File: config.mk
export PLATFORM = sky130hd
export DESIGN_NAME = z80_mem_cycle
export DESIGN_NICKNAME = d
export VERILOG_FILES = /design/src/rtl/z80_mem_cycle.sv
export SDC_FILE = /design/constraint.sdc
export NUM_CORES = 1
export LEC_CHECK = 0
export ABC_CLOCK_PERIOD_IN_PS = 5700
export CAP_MARGIN = 20
export CORE_ASPECT_RATIO = 1.1
export CORE_MARGIN = 4
export CORE_UTILIZATION = 25
export DETAILED_ROUTE_END_ITERATION = 8
export GPL_ROUTABILITY_DRIVEN = 1
export PLACE_DENSITY = 0.55
export SLEW_MARGIN = 10
export SYNTH_ARGS = -nofsm -noshare
export SYNTH_HDL_FRONTEND = slang
export SYNTH_SLANG_ARGS = --single-unit
File: constraint.sdc
create_clock -name CLK -period 5.7 [get_ports CLK]
set_input_delay 0.855 -clock CLK [delete_from_list [all_inputs] [get_ports CLK]]
set_output_delay 0.855 -clock CLK [all_outputs]
set_load 0.05 [all_outputs]
File: src/rtl/z80_mem_cycle.sv
// Z80 external bus machine-cycle generator: M1 fetch, memory read, memory write.
// Runs T1..T3 (plus T4 refresh for M1) with WAIT_N-driven TW insertion.
module z80_mem_cycle #(
    parameter int unsigned WAIT_LIMIT = 255
) (
    input  logic        CLK,
    input  logic        RESET,
    input  logic        REQ,
    input  logic        REQ_WR,
    input  logic        REQ_M1,
    input  logic [15:0] ADDR_IN,
    input  logic [7:0]  WDATA,
    input  logic [7:0]  I_IN,
    input  logic [7:0]  R_IN,
    output logic        BUSY,
    output logic        DONE,
    output logic [7:0]  RDATA,
    output logic        TIMEOUT,
    output logic [15:0] ADDR_OUT,
    output logic [7:0]  DATA_OUT,
    output logic        DATA_OE,
    input  logic [7:0]  DATA_IN,
    input  logic        WAIT_N,
    output logic        MREQ_N,
    output logic        RD_N,
    output logic        WR_N,
    output logic        M1_N,
    output logic        RFSH_N
);

    typedef enum logic [2:0] {
        S_IDLE, S_T1, S_T2, S_TW, S_T3, S_T4
    } state_t;

    localparam logic [7:0] LIMIT = 8'(WAIT_LIMIT);

    state_t      r_state, w_state;
    logic        r_wr, w_wr;
    logic        r_m1, w_m1;
    logic [15:0] r_ir, w_ir;
    logic [7:0]  r_wcnt, w_wcnt;
    logic        r_tmo, w_tmo;
    logic        r_busy, w_busy;
    logic        r_done, w_done;
    logic        r_tout, w_tout;
    logic [15:0] r_addr, w_addr;
    logic [7:0]  r_dout, w_dout;
    logic [7:0]  r_rdata, w_rdata;
    logic        r_oe, w_oe;
    logic        r_mreq_n, w_mreq_n;
    logic        r_rd_n, w_rd_n;
    logic        r_wr_n, w_wr_n;
    logic        r_m1_n, w_m1_n;
    logic        r_rfsh_n, w_rfsh_n;
    logic        w_to_t3;
    logic        w_to_idle;

    always_comb begin
        w_state   = r_state;
        w_wr      = r_wr;
        w_m1      = r_m1;
        w_ir      = r_ir;
        w_wcnt    = r_wcnt;
        w_tmo     = r_tmo;
        w_busy    = r_busy;
        w_done    = 1'b0;
        w_tout    = 1'b0;
        w_addr    = r_addr;
        w_dout    = r_dout;
        w_rdata   = r_rdata;
        w_oe      = r_oe;
        w_mreq_n  = r_mreq_n;
        w_rd_n    = r_rd_n;
        w_wr_n    = r_wr_n;
        w_m1_n    = r_m1_n;
        w_rfsh_n  = r_rfsh_n;
        w_to_t3   = 1'b0;
        w_to_idle = 1'b0;

        unique case (r_state)
            S_IDLE: begin
                if (REQ) begin
                    w_state  = S_T1;
                    w_wr     = REQ_WR;
                    w_m1     = REQ_M1 & ~REQ_WR;
                    w_ir     = {I_IN, R_IN};
                    w_wcnt   = 8'd0;
                    w_tmo    = 1'b0;
                    w_busy   = 1'b1;
                    w_addr   = ADDR_IN;
                    w_mreq_n = 1'b0;
                    w_rd_n   = REQ_WR;
                    w_m1_n   = ~(REQ_M1 & ~REQ_WR);
                    w_oe     = REQ_WR;
                    if (REQ_WR)
                        w_dout = WDATA;
                end
            end
            S_T1: begin
                w_state = S_T2;
                if (r_wr)
                    w_wr_n = 1'b0;
            end
            S_T2: begin
                if (!WAIT_N)
                    w_state = S_TW;
                else
                    w_to_t3 = 1'b1;
            end
            S_TW: begin
                if (r_wcnt != 8'hFF)
                    w_wcnt = r_wcnt + 8'd1;
                if (WAIT_N) begin
                    w_to_t3 = 1'b1;
                end else if (w_wcnt >= LIMIT) begin
                    w_to_t3 = 1'b1;
                    w_tmo   = 1'b1;
                end
            end
            S_T3: begin
                if (r_m1) begin
                    w_state  = S_T4;
                    w_mreq_n = 1'b1;
                    w_done   = 1'b1;
                    w_tout   = r_tmo;
                end else begin
                    if (!r_wr)
                        w_rdata = DATA_IN;
                    w_to_idle = 1'b1;
                end
            end
            S_T4:    w_to_idle = 1'b1;
            default: w_to_idle = 1'b1;
        endcase

        // M1 samples the opcode here and switches the bus to refresh
        if (w_to_t3) begin
            w_state = S_T3;
            if (r_m1) begin
                w_rdata  = DATA_IN;
                w_addr   = r_ir;
                w_rd_n   = 1'b1;
                w_m1_n   = 1'b1;
                w_rfsh_n = 1'b0;
            end else begin
                w_done = 1'b1;
                w_tout = w_tmo;
            end
        end

        if (w_to_idle) begin
            w_state  = S_IDLE;
            w_busy   = 1'b0;
            w_oe     = 1'b0;
            w_mreq_n = 1'b1;
            w_rd_n   = 1'b1;
            w_wr_n   = 1'b1;
            w_m1_n   = 1'b1;
            w_rfsh_n = 1'b1;
        end
    end

    always_ff @(posedge CLK or posedge RESET) begin
        if (RESET)
            r_state <= S_IDLE;
        else
            r_state <= w_state;
    end

    always_ff @(posedge CLK or posedge RESET) begin
        if (RESET) begin
            r_wr     <= 1'b0;
            r_m1     <= 1'b0;
            r_ir     <= 16'd0;
            r_wcnt   <= 8'd0;
            r_tmo    <= 1'b0;
            r_busy   <= 1'b0;
            r_done   <= 1'b0;
            r_tout   <= 1'b0;
            r_addr   <= 16'd0;
            r_dout   <= 8'd0;
            r_rdata  <= 8'd0;
            r_oe     <= 1'b0;
            r_mreq_n <= 1'b1;
            r_rd_n   <= 1'b1;
            r_wr_n   <= 1'b1;
            r_m1_n   <= 1'b1;
            r_rfsh_n <= 1'b1;
        end else begin
            r_wr     <= w_wr;
            r_m1     <= w_m1;
            r_ir     <= w_ir;
            r_wcnt   <= w_wcnt;
            r_tmo    <= w_tmo;
            r_busy   <= w_busy;
            r_done   <= w_done;
            r_tout   <= w_tout;
            r_addr   <= w_addr;
            r_dout   <= w_dout;
            r_rdata  <= w_rdata;
            r_oe     <= w_oe;
            r_mreq_n <= w_mreq_n;
            r_rd_n   <= w_rd_n;
            r_wr_n   <= w_wr_n;
            r_m1_n   <= w_m1_n;
            r_rfsh_n <= w_rfsh_n;
        end
    end

    assign BUSY     = r_busy;
    assign DONE     = r_done;
    assign TIMEOUT  = r_tout;
    assign RDATA    = r_rdata;
    assign ADDR_OUT = r_addr;
    assign DATA_OUT = r_dout;
    assign DATA_OE  = r_oe;
    assign MREQ_N   = r_mreq_n;
    assign RD_N     = r_rd_n;
    assign WR_N     = r_wr_n;
    assign M1_N     = r_m1_n;
    assign RFSH_N   = r_rfsh_n;

endmodule

==> results.yml <==
global_route:
  overflow: 0
  grt_usage_pct: 10.7
  first_global_vias: 2541
  grt_start_max_net_pins: 72
  grt_pass1_wl_um: 12500
  antenna_found_initial: 0
sta:
  rsz0062_at_grt: "no"
  slew_violations: 0
  hold_ws_ps: 469
  report.final.setup_viol: 0
  hold_viol: 0
  fmax_mhz: 392
  clock_skew_ps: 6.07
  setup_ws_ps: 3150
  min_period_ps: 2550
  slew_headroom_pct: 38.1
  layout_worst_path_cycle_share_pct: 44.8
  worst_slew_pin_slew_ps: 928
  setup-tns-final_ps: 0
clock_network:
  cts_setup_buffers: 0
  cts_tree: "built"
  clockRootBuffer: "clkbuf_16"
  ctsResizeCount: 0
  htreeDepth: 3
  clock_sinks: 71
  cts_hold_buf: 0
  max-clock-path-buffers: 2
  clk_pin_slew_ps: 60
  clk_latency_ps: 330
  cts_made_buffers: 9
logic_synthesis:
  syn_inst: 313
  seq_area_frac_synth_pct: 55.4
  postSynthAreaPerCell_um2: 10.3
  async_reset_ff_share_pct: 100
  netlist_area_um2: 3220
  synth.distinct_cells: 44
  synth_area_leader_cell: "dfrtp_1"
  synth-edff-count: 0
  synth_area_leaders: "dfrtp_1 (51%), nand2_1 (14%), mux2_2 (6.3%), dfstp_2 (4.1%), mux2_4 (3.3%)"
  synth_top_area_share_pct: 51.3
  ys_seq_elements: 71
  ys.flop_type: "dfrtp_1"
  ys_warn_count: 0
  syn_nets: 368
detailed_routing:
  drc_errors: 0
  ant_nets: 0
  route.vias.total: 2493
  drt_wl_total_um: 7680
  dr.pass1.iters: 4
  wl_per_cell_um: 13.5
  vias_per_cell: 4.37
  drtIter0Drc: 87
worst_setup_path:
  r2r_cells: 7
  r2r-end: "RDATA[3]"
  slowest_delay_ps: 830
  critical_path.endpoint_type: "output pin"
  slowest_stage: "clkdlybuf4s50_1"
  crit_buf_inv: 1
  cp-start-kind: "flop"
  cp_data_required_time_ps: 4850
  worstSetupPathType: "flop to output pin"
  path_cells: "clkdlybuf4s50_1"
  critPathArrivalTime_ps: 1700
  critPathTopFamily: "buffers and inverters"
  r2r-start: "r_wcnt[0]"
  path_max_fanout: 3
  r2r_slack_ps: 3330
run:
  max-cap-violations: 0
place:
  preCtsSetupSlack_ps: 3300
  port_buffers: 94
  gp_congestion: 0.734
  hpwl_um: 5210
die:
  initial_core_util_pct: 25.6
  io_pins: 95
  std_cell_rows: 43
  die_area_um2: 14800
  chipWidth_um: 116
  die_y_um: 127
  fp.coreArea_um2: 12600
run_status:
  status: "finished clean"
layout:
  nets: 463
  fin_util_pct: 36.7
  drive_above_1_share_pct: 14.3
  antenna_cells: 0
  fillers: 1280
  area_growth_syn_to_layout_pct: 43.5
min_path:
  min_to: "r_ir[3]"
  hp-start: "r_ir[3]"
  hp-class: "flop to flop"
  hold_depth: 2
power:
  p_leak_nw: 2.11
  ir_drop_v: 0.000257
  p_per_area_nw_per_um2: 589
  total_power_mw: 2.72
## power breakdown
part | switching (mW) | total [mW] | internal, mW
Sequential | 0.138 | 0.868 | 0.731
Combinational | 0.808 | 1.30 | 0.492
Clock | 0.200 | 0.551 | 0.351
## synth_stat cells, drive strengths merged, types with 4 or more instances
| library cell | instances |
|---|---|
| o21ai | 7 |
| nand3 | 12 |
| mux2 | 33 |
| dfrtp | 66 |
| nand2 | 117 |
| inv | 4 |
| clkbuf | 6 |
| nor3 | 8 |
| nor2 | 13 |
| buf | 7 |
| a21oi | 7 |
| dfstp | 5 |
## worst max-delay path by stage
stage          startpoint           to  cells past startpoint
5_1_grt         r_wcnt[0]     RDATA[3]                      7
2_1_floorplan       RESET  ADDR_OUT[0]                      1
6_report             WR_N         WR_N                      1
4_1_cts              WR_N         WR_N                      1
3_3_place_gp    r_wcnt[0]     RDATA[3]                      7
3_5_place_dp       WAIT_N  ADDR_OUT[7]                      5
## routing by layer
layer | track usage (%) | routed length (um)
met5 | 0 | 0
met4 | 3.69 | 112
met3 | 4.78 | 786
met2 | 16.7 | 3500
met1 | 13.2 | 3280
## area by class of cell
class	instances	area, um^2	area share, %
Timing Repair Buffer	97	963	20.9
Inverter	4	15.0	0.325
Tap cell	157	196	4.25
Sequential cell	71	1780	38.6
Multi-Input combinational cell	225	1370	29.6
Clock inverter	3	43.8	0.948
Clock buffer	13	250	5.42
## worst min-delay path, cell delays in order, from the launching register on
cell	delay, ps
dfrtp_1	330
nand2_1	50
nand2_1	60
## cells in the final DEF, fill, tap and decap left out, types with 2 or more instances in the layout
| master | instances |
|---|---|
| and3_1 | 2 |
| clkbuf_1 | 3 |
| clkdlybuf4s50_1 | 94 |
| nor2_1 | 13 |
| mux2_4 | 7 |
| dfstp_2 | 5 |
| nand3_1 | 11 |
| nor2b_1 | 2 |
| a21oi_1 | 6 |
| dfrtp_1 | 66 |
| mux2_2 | 18 |
| nand2_1 | 116 |
| nor3_2 | 3 |
| o21a_1 | 3 |
| mux2_1 | 8 |
| inv_1 | 3 |
| clkbuf_16 | 9 |
| nor3_1 | 5 |
| o21ai_0 | 6 |
| a31oi_1 | 2 |
| buf_4 | 3 |
## through the flow
step,area [um^2],cells
finish,4620,570
floorplan,3220,313
global placement,4320,554
global route,4620,570
CTS,4620,570
detailed placement,4320,554
## state kept, by name (all words and copies together) (netlist names), 3 cells and up
signal    cells
r_wcnt        8
DATA_OUT      8
r_ir         16
ADDR_OUT     16
r_state       3
RDATA         8
## cell families (layout without fill, tap and decap cells)
group / after synthesis / count (layout) / synth area share (%)
compound gates: 27 / 27 / 6.57
fa+ha+maj: 1 / 1 / 0.389
buf+inv: 17 / 117 / 2.33
flops: 71 / 71 / 55.4
mux: 34 / 34 / 12.7
simple gates: 163 / 163 / 22.7
No activity file was read; power rests on OpenSTA's default activity.
